**config.mk**
```make
export PLATFORM = sky130hd
export DESIGN_NAME = branch_predict_ctrl
export DESIGN_NICKNAME = d
export VERILOG_FILES = /design/src/rtl/branch_predict_ctrl.sv
export SDC_FILE = /design/constraint.sdc
export NUM_CORES = 2
export LEC_CHECK = 0
export CAP_MARGIN = 20
export CORE_ASPECT_RATIO = 1.2
export CORE_MARGIN = 2
export CORE_UTILIZATION = 35
export DETAILED_ROUTE_END_ITERATION = 8
export SLEW_MARGIN = 20
export SYNTH_ARGS = -nofsm -noshare
export SYNTH_HDL_FRONTEND = slang
export SYNTH_SLANG_ARGS = --single-unit
```
**constraint.sdc**
```tcl
create_clock -name clk -period 8.55 [get_ports clk]
set_input_delay 1.2825 -clock clk [delete_from_list [all_inputs] [get_ports clk]]
set_output_delay 1.2825 -clock clk [all_outputs]
set_load 0.05 [all_outputs]
```
**src/rtl/branch_predict_ctrl.sv**
```systemverilog
// Branch target buffer with 2-bit history counters for the fetch stage.
// IF lookup is combinational. EX updates are written on the clock edge.
// A sweep FSM clears the valid bits after reset and after flush_req.
module branch_predict_ctrl #(
    parameter int unsigned IDX_W = 6,
    parameter int unsigned CNT_W = 16
) (
    input  logic             clk,
    input  logic             rst_n,
    input  logic             flush_req,
    input  logic [31:0]      IF_pc,
    output logic             IF_BTBhit,
    output logic [1:0]       IF_branch_prediction,
    output logic [31:0]      IF_pc_imm,
    output logic             IF_Branch,
    output logic             IF_Jump,
    input  logic             EX_Branch,
    input  logic             EX_Jump,
    input  logic             EX_ALUSrc,
    input  logic [31:0]      EX_pc,
    input  logic [31:0]      EX_pc_imm,
    input  logic             EX_taken,
    input  logic [1:0]       EX_prediction,
    output logic [1:0]       prediction_status,
    output logic             init_done,
    output logic [CNT_W-1:0] branch_cnt,
    output logic [CNT_W-1:0] mispredict_cnt
);

    localparam int unsigned ENTRIES = 2 ** IDX_W;
    localparam int unsigned TAG_W   = 32 - IDX_W - 2;

    typedef enum logic {
        INIT = 1'b0,
        RUN  = 1'b1
    } state_t;

    state_t             state;
    logic [IDX_W-1:0]   sweep_idx;

    logic [ENTRIES-1:0] valid;
    logic [ENTRIES-1:0] is_branch_q;
    logic [ENTRIES-1:0] is_jump_q;
    logic [TAG_W-1:0]   tag_q    [ENTRIES];
    logic [31:0]        target_q [ENTRIES];
    logic [1:0]         cnt_q    [ENTRIES];

    logic [IDX_W-1:0]   if_idx;
    logic [TAG_W-1:0]   if_tag;
    logic [IDX_W-1:0]   ex_idx;
    logic [TAG_W-1:0]   ex_tag;
    logic               ex_hit;
    logic               run_upd;
    logic               do_br;
    logic               do_jal;
    logic               do_jalr_inv;
    logic [1:0]         new_cnt;
    logic               unused_pc_bits;

    assign if_idx = IF_pc[IDX_W+1:2];
    assign if_tag = IF_pc[31:IDX_W+2];
    assign ex_idx = EX_pc[IDX_W+1:2];
    assign ex_tag = EX_pc[31:IDX_W+2];
    assign unused_pc_bits = ^{IF_pc[1:0], EX_pc[1:0]};

    assign init_done = (state == RUN);

    // IF lookup: forced miss while sweeping, otherwise valid and tag match
    always_comb begin
        IF_BTBhit            = 1'b0;
        IF_branch_prediction = 2'b00;
        IF_pc_imm            = 32'h0;
        IF_Branch            = 1'b0;
        IF_Jump              = 1'b0;
        if (state == RUN && valid[if_idx] && tag_q[if_idx] == if_tag) begin
            IF_BTBhit            = 1'b1;
            IF_branch_prediction = cnt_q[if_idx];
            IF_pc_imm            = target_q[if_idx];
            IF_Branch            = is_branch_q[if_idx];
            IF_Jump              = is_jump_q[if_idx];
        end
    end

    // Classify the resolved EX instruction against its carried prediction
    always_comb begin
        prediction_status = 2'd2;
        if (!EX_Branch) begin
            prediction_status = 2'd3;
        end else if (!EX_prediction[1] && EX_taken) begin
            prediction_status = 2'd0;
        end else if (EX_prediction[1] && !EX_taken) begin
            prediction_status = 2'd1;
        end
    end

    // Decode the EX update; flush drops it, branch wins over jump
    always_comb begin
        ex_hit      = valid[ex_idx] && (tag_q[ex_idx] == ex_tag);
        run_upd     = (state == RUN) && !flush_req;
        do_br       = run_upd && EX_Branch;
        do_jal      = run_upd && !EX_Branch && EX_Jump && !EX_ALUSrc;
        do_jalr_inv = run_upd && !EX_Branch && EX_Jump && EX_ALUSrc && ex_hit;
        new_cnt     = EX_taken ? 2'b10 : 2'b01;
        if (ex_hit) begin
            if (EX_taken) begin
                new_cnt = (cnt_q[ex_idx] == 2'b11) ? 2'b11 : cnt_q[ex_idx] + 2'd1;
            end else begin
                new_cnt = (cnt_q[ex_idx] == 2'b00) ? 2'b00 : cnt_q[ex_idx] - 2'd1;
            end
        end
    end

    // Sweep FSM: INIT clears one entry per cycle, RUN accepts updates
    always_ff @(posedge clk or negedge rst_n) begin
        if (!rst_n) begin
            state     <= INIT;
            sweep_idx <= '0;
        end else begin
            case (state)
                INIT: begin
                    if (flush_req) begin
                        sweep_idx <= '0;
                    end else if (sweep_idx == IDX_W'(ENTRIES - 1)) begin
                        state     <= RUN;
                        sweep_idx <= '0;
                    end else begin
                        sweep_idx <= sweep_idx + IDX_W'(1);
                    end
                end
                RUN: begin
                    if (flush_req) begin
                        state     <= INIT;
                        sweep_idx <= '0;
                    end
                end
                default: begin
                    state     <= INIT;
                    sweep_idx <= '0;
                end
            endcase
        end
    end

    // Valid bits: swept clear in INIT, set on allocate, cleared by a hitting JALR
    always_ff @(posedge clk or negedge rst_n) begin
        if (!rst_n) begin
            valid <= '0;
        end else if (state == INIT) begin
            valid[sweep_idx] <= 1'b0;
        end else if (do_br || do_jal) begin
            valid[ex_idx] <= 1'b1;
        end else if (do_jalr_inv) begin
            valid[ex_idx] <= 1'b0;
        end
    end

    // Entry payload; meaningful only while the matching valid bit is set
    always_ff @(posedge clk) begin
        if (do_br) begin
            target_q[ex_idx] <= EX_pc_imm;
            cnt_q[ex_idx]    <= new_cnt;
            if (!ex_hit) begin
                tag_q[ex_idx]       <= ex_tag;
                is_branch_q[ex_idx] <= 1'b1;
                is_jump_q[ex_idx]   <= 1'b0;
            end
        end else if (do_jal) begin
            tag_q[ex_idx]       <= ex_tag;
            target_q[ex_idx]    <= EX_pc_imm;
            cnt_q[ex_idx]       <= 2'b11;
            is_branch_q[ex_idx] <= 1'b0;
            is_jump_q[ex_idx]   <= 1'b1;
        end
    end

    // Wrapping performance counters, kept across flushes
    always_ff @(posedge clk or negedge rst_n) begin
        if (!rst_n) begin
            branch_cnt     <= '0;
            mispredict_cnt <= '0;
        end else if (state == RUN) begin
            if (EX_Branch) begin
                branch_cnt <= branch_cnt + CNT_W'(1);
            end
            if (prediction_status == 2'd0 || prediction_status == 2'd1) begin
                mispredict_cnt <= mispredict_cnt + CNT_W'(1);
            end
        end
    end

endmodule

```
* Word level (Yosys, flattened, before mapping) *
Memory sizes are Yosys's and may differ from the RTL's.
Index checks and enable logic that the tools add are counted.

cells by class
  reduce and logical (&&, ||, !) cells = 27
  add/sub/neg operators = 5
  $lt $le $gt $ge = 5
  bitwise operators = 13
  multiplexer cells = 53
  eq/ne operators = 8

operators with widths
  operator                                                            number
  2-to-1 mux 64 bit                                                   9
  bitwise AND 64 bit                                                  4
  OR 64 bit                                                           3
  NOT 64 bit                                                          2
  2-to-1 mux 32 bit                                                   2
  == test 24 bit                                                      2
  adder 16 x 1 -> 16 bit (second input constant)                      2
  binary-select mux 1 bit (select 6 bit)                              4
  2-to-1 mux 24 bit                                                   1
  less-than comparator 6 x 7 -> 1 bit (second input constant)         3
  2-to-1 mux 1 bit                                                    20
  2-to-1 mux 2 bit                                                    10
  2-to-1 mux 6 bit                                                    3
  logical AND 1 bit                                                   14
  demux 1 bit (select 6 bit)                                          2
  greater-or-equal comparator 6 x 1 -> 1 bit (second input constant)  2
  one-hot mux 6 bit (2 select lines)                                  1
  adder 6 x 1 -> 6 bit (second input constant)                        1
  == test 6 bit (second input constant)                               1
  AND reduction 2 bit                                                 3
  logical NOT 1 bit                                                   5
  logical NOT 2 bit                                                   2
  != test 2 bit (second input constant)                               2
  != test 3 x 1 -> 1 bit (second input constant)                      1
  other kinds (9)                                                     12

storage, ports and cells
  memories = 3
  bits in registers = 231
  memory bits (writable) = 3712
  output and inout port bits = 72

memory list
  name      depth  width  rd ports  clocked after memory_dff  wr ports  line  text
  target_q  64     32     1         0                         1         45    logic [31:0] target_q [ENTRIES];
  tag_q     64     24     2         0                         1         44    logic [TAG_W-1:0] tag_q [ENTRIES];
  cnt_q     64     2      2         0                         1         46    logic [1:0] cnt_q [ENTRIES];

* Logic depth before layout (Yosys ltp) *
  word-level depth = 9
  depth in mapped cells = 18

* Worst setup path after synthesis *
Ideal clock, no wire load.

  path kind = input to register
  start = input port EX_pc[3]
  end = memory cnt_q[0][0] (data pin)
  stages = 16
  library setup time = 720 ps
  setup slack = 811 ps
  arrival = 7019 ps
  path buffers = 6
  path through = clkbuf_2 -> buf_4 -> buf_2 -> buf_1 -> clkbuf_1 -> mux4_2 -> nand2_1 -> nand4_1 -> nor3_1 -> xor2_1 -> nand4_1 -> nor4_2 -> nand3b_2 -> buf_6 -> and2_1 -> o31ai_1

between the ends
  longest elaborated chain between the ends = 6

RTL lines
  item                                               line      text
  from (decl)                                        20        input logic [31:0] EX_pc,
  memory read (64 x 2 bit)                           n/a
  subtractor 2 x 1 -> 2 bit (tied with other cells)  108       new_cnt = (cnt_q[ex_idx] == 2'b00) ? 2'b00 : cnt_q[ex_idx] - 2'd1;
  2-to-1 mux 2 bit (on tied branches)                108, 106
  2-to-1 mux 2 bit                                   105       if (EX_taken) begin
  2-to-1 mux 2 bit *                                 104       if (ex_hit) begin
  2-to-1 mux 2 bit (no source line) *                n/a
  to (decl)                                          46

Mark *: on every way between the ends. The rest lies on a longest branch, timed or not. The select of a mux whose other input is x is not followed.

* Final worst setup path *
  start = input port IF_pc[2]
  end = output port IF_pc_imm[16]

between the ends
  longest elaborated chain between the ends = 5

RTL lines
  item                                                                               line  text
  from (decl)                                                                        11    input logic [31:0] IF_pc,
  parallel branches: the longest is 4 deep, another holds memory read (64 x 24 bit)  n/a
  2-to-1 mux 32 bit *                                                                75    if (state == RUN && valid[if_idx] && tag_q[if_idx] == if_tag) begin
  to (decl)                                                                          14    output logic [31:0] IF_pc_imm,

Mark *: on every way between the ends. The select of a mux whose other input is x is not followed.

==> results by stage <==
Critical path:
- Data arrives at the worst endpoint at just under 7000 ps.
- For the worst setup path, the data required time is 7270 ps.
- STA classifies the critical path startpoint as an input pin.
- Measured in cells, the most critical reg-to-reg path has a length of 13.
- Along the worst path, the maximum fanout reaches 56.
- The kind of critical path is input pin to primary output.
- The worst setup path is captured at a primary output.

Routing:
- The residual antenna-violating net count after detailed routing is 0.
- The via count normalized by instance count is roughly 6.2.
- After detailed routing, the average wire length per cell comes to ~37 um.
- In the routed design, unresolved DRC markers number 0.
- For this block, the routed nets add up to 545700 um of wire.
- After the first detailed-routing iteration, the DRC count stood at about 14000.
- The first-pass iteration count of the detailed router is 6.
- The routed via count is approximately 90000.

Clocking:
- The number of CTS-inserted buffers is approximately 400.
- Buffers inserted to repair hold after CTS numbered 0.
- Post-CTS timing repair inserted 0 buffers for setup.
- The clock tree synthesis step divided the H-tree into 5 levels.
- The later-pin clock latency in the skew report is ~1000 ps.
- The clock transition at the registers of the reported paths is around 60 ps.
- Once the clock tree was built, the resizer swapped 0 gates to a different size.
- The clock tree from TritonCTS is built.
- The clock tree root driver cell is sky130_fd_sc_hd__clkbuf_16.
- The clock passes through at most 4 buffers.
- Clock tree synthesis found a total of about 3900 sinks.

Layout:
- The proportion of layout cells with a drive suffix above 1 is 0.3527.
- The area growth from synthesis to layout is 16.63%.
- The net count of the finished layout is approximately 8200.
- The final design instance area without fill is 0.1931 sq mm.

Yosys:
- By area the synthesized netlist is led by sky130_fd_sc_hd__edfxtp_1, sky130_fd_sc_hd__mux4_2, sky130_fd_sc_hd__dfrtp_1.
- The xor and xnor fraction of the mapped netlist area is 0.004073.
- The number of synthesized register bits is 3943.
- The number of nets produced by synthesis is approximately 7700.
- After synthesis, the largest family of logic cells by area is multiplexers.
- In the synthesized netlist, the number of instances is between 7000 and 8000.
- The summed instance area of the synthesized netlist is 0.1656 sq mm.
- The cell type with the highest aggregate area in the netlist is sky130_fd_sc_hd__edfxtp_1.
- After synthesis, the netlist uses approximately 80 different library cells.
- The mux share of post-synthesis cell area is 0.2223.
- The share of the synthesized area in compound gates (AO/OA/AOI/OAI) is 0.02822.
- The warning count from the yosys run is 0.
- The async set-or-reset flop fraction in the synthesized netlist is 0.02612.
- The number of flops mapped to enable cells by yosys is around 3800.
- The simple-gate area share of the yosys netlist is 0.01864.
- A synthesized cell averages ~22 sq um.
- The area share of the largest cell type after synthesis is 0.6964.
- The commonest register cell after synthesis is sky130_fd_sc_hd__edfxtp_1.
- Of the total synthesized cell area, the portion taken by full adders, half adders and majority gates is 0.0003023.
- The share of the Yosys chip area taken by registers is 0.7120.

Floorplan:
- From left edge to right edge, the die measures between 600 and 700 um.
- The die is 757.5 um tall.
- The core region is 0.4710 sq mm.
- For this configuration, the core starts out at a cell density of 0.3515.
- The number of placement rows is between 200 and 300.
- The area of the die is roughly 0.48 sq mm.
- In this run the count of I/O pins placed on the die edge is ~180.

Power and ir drop:
- The analysis attributes to cell leakage a power of between 50 and 60 nW.
- The worst-case IR drop observed on VDD is roughly 180 uV.
- The power per unit of standard cell area is 213.5 mW/mm^2.

Global route:
- The initial antenna violation count is between 40 and 50.
- Across every metal layer, demand over resource in global routing totals 0.2232.
- The number of global-route vias before repair is between 90000 and 100k.
- The global-route wire length before repair is about 740000 um.
- The maximum number of pins on one net before global-route repair is 149.
- The leftover overflow at the end of global routing is 0.

Place:
- The placed wire-length estimate after detailed placement is 317900 um.
- The number of port buffers is roughly 170.
- Routability-driven placement finished with a final weighted congestion of between 0.8 and 0.9.
- At the placement stage, the worst setup path has a slack of just over 600 ps.
- Once placement finished, the instance area stood at roughly 0.18 sq mm.

STA:
- The worst path meets setup with around 540 ps of slack.
- The shortest clock period the worst path allows after layout is ~8000 ps.
- The setup TNS after final layout is 0 ps.
- Setup violations remaining at the end of the flow were counted as 0.
- The transition at the pin with the smallest max-transition slack is about 1200 ps.
- In the finished design, the share of the clock period the worst path needs comes to 0.9368.
- In this run the tightest slew margin relative to its limit is 0.1689.
- The final max-slew violation count is 0.
- The setup skew after layout is 119.5 ps.
- Based on the critical path, the design can be clocked at up to 0.1249 GHz.
- Setup repair after global routing left no endpoint under its margin.
- The count of final hold-check violations is 0.

Min path:
- The worst min-delay path category is input pin to async pin.

Outcome:
- The run finished with clean final reports.

Run:
- Max-cap violations in this run came to 0.
==> flip-flops by register name, indices dropped and copies added (netlist names), named ones only <==
name and count:
branch_cnt 16, init_done 1, target_q 2048, tag_q 1536, sweep_idx 6, cnt_q 128, mispredict_cnt 16
==> cells by family after synthesis <==
logic type | after synthesis
flip-flops | 3943
multiplexers | 1703
AND/OR/NAND/NOR | 649
AO/OA/AOI/OAI | 639
buffers and inverters | 551
XOR/XNOR | 77
adder cells (fa/ha/maj) | 4
==> final cells by class <==
class / count / area, sq um
fillers: 40940 / 277900
flip-flops and latches: 3943 / 117900
multi-input cells: 3072 / 46390
clock buffers: 468 / 10350
repair buffers: 657 / 7964
well taps: 6255 / 7826
clock inverters: 269 / 2618
diodes: 17 / 42.54
inverters: 11 / 41.29
==> synthesized netlist by cell type, types with 50 or more instances <==
master / n
sky130_fd_sc_hd__dfrtp_1: 103
sky130_fd_sc_hd__mux4_2: 1577
sky130_fd_sc_hd__a21oi_1: 91
sky130_fd_sc_hd__o22ai_1: 57
sky130_fd_sc_hd__a22oi_1: 150
sky130_fd_sc_hd__nor2b_1: 51
sky130_fd_sc_hd__nand2_1: 130
sky130_fd_sc_hd__clkbuf_1: 247
sky130_fd_sc_hd__buf_2: 144
sky130_fd_sc_hd__mux2i_1: 104
sky130_fd_sc_hd__edfxtp_1: 3840
sky130_fd_sc_hd__xnor2_1: 50
sky130_fd_sc_hd__a221oi_1: 64
sky130_fd_sc_hd__buf_1: 117
sky130_fd_sc_hd__nor2_1: 256
sky130_fd_sc_hd__nand3_1: 57
sky130_fd_sc_hd__o21ai_0: 54
==> layer usage <==
metal	part of all wire	vias to the layer above	track usage
li1	-	34070	-
met1	0.36	48880	0.2864
met2	0.47	6105	0.3581
met3	0.10	1326	0.05078
met4	0.058	16	0.1107
met5	0.00018	-	0
==> critical path, stage by stage <==
cell                       delay (ps)
sky130_fd_sc_hd__buf_16           370
sky130_fd_sc_hd__buf_12           390
sky130_fd_sc_hd__mux4_2           590
sky130_fd_sc_hd__mux4_2           540
sky130_fd_sc_hd__mux4_2           480
sky130_fd_sc_hd__xnor2_1          490
sky130_fd_sc_hd__nand4_1          230
sky130_fd_sc_hd__nor3_1           580
sky130_fd_sc_hd__buf_4            250
sky130_fd_sc_hd__nand4_1          310
sky130_fd_sc_hd__buf_12           340
sky130_fd_sc_hd__a211oi_1         480
sky130_fd_sc_hd__buf_12           210
==> worst paths after layout <==
kind / from / endpoint / slack, ps
min in group clk: mispredict_cnt[15] / mispredict_cnt[15] / 480
max in group asynchronous: rst_n / async pin / 6820
worst max-delay path: IF_pc[2] / IF_pc_imm[16] / 540
worst min register to register: mispredict_cnt[15] / mispredict_cnt[15] / 480
worst max register to register: tag_q[31][8] / flop / 3660
worst min-delay path: rst_n / branch_cnt[6] / 430
==> layout by cell type (no fill, tap or decap), drive strengths merged, types with 9 or more instances in the layout <==
cell | synthesis | routed
mux2 | 22 | 22
a31oi | 16 | 16
nor2b | 51 | 51
a22oi | 150 | 150
xnor2 | 50 | 50
clkdlybuf4s50 | 0 | 68
nand2b | 9 | 9
nor4 | 9 | 9
a21oi | 91 | 91
mux4 | 1577 | 1577
a41oi | 28 | 28
clkinvlp | 0 | 13
bufinv | 0 | 42
clkinv | 0 | 196
o22ai | 57 | 57
edfxtp | 3840 | 3840
and3 | 15 | 15
and2 | 12 | 12
inv | 11 | 29
nor3 | 31 | 31
buf | 292 | 589
nand2 | 130 | 130
o21ai | 63 | 63
a32oi | 22 | 22
a22o | 29 | 29
clkbuf | 248 | 468
xor2 | 27 | 27
nand3 | 57 | 57
dfrtp | 103 | 103
mux2i | 104 | 104
diode | 0 | 17
a211oi | 56 | 56
o221ai | 10 | 10
nand4 | 36 | 36
a221oi | 64 | 64
nor2 | 256 | 256
==> report_power, final <==
| group | leakage, nW | switching, mW | internal (mW) | total (mW) |
|---|---|---|---|---|
| clock | 6.37 | 7.60 | 9.95 | 17.5 |
| sequential | 36.0 | 0.00747 | 21.2 | 21.2 |
| combinational | 17.1 | 1.47 | 0.999 | 2.47 |
| total | 59.5 | 9.08 | 32.1 | 41.2 |
==> per-stage QoR <==
stage	util	total power [mW]	std cells	hold WS, ps
6_report	0.4100	41.23	14690	426.4
5_1_grt	0.4099	42.23	14680	467.6
4_1_cts	0.4098	41.43	14670	429.1
3_5_place_dp	0.3823	24.07	13940	464.8
3_3_place_gp	0.3821	24.04	13930	464.0
2_1_floorplan	-	23.04	7566	485.0
Power figures use the tool's default switching activity.
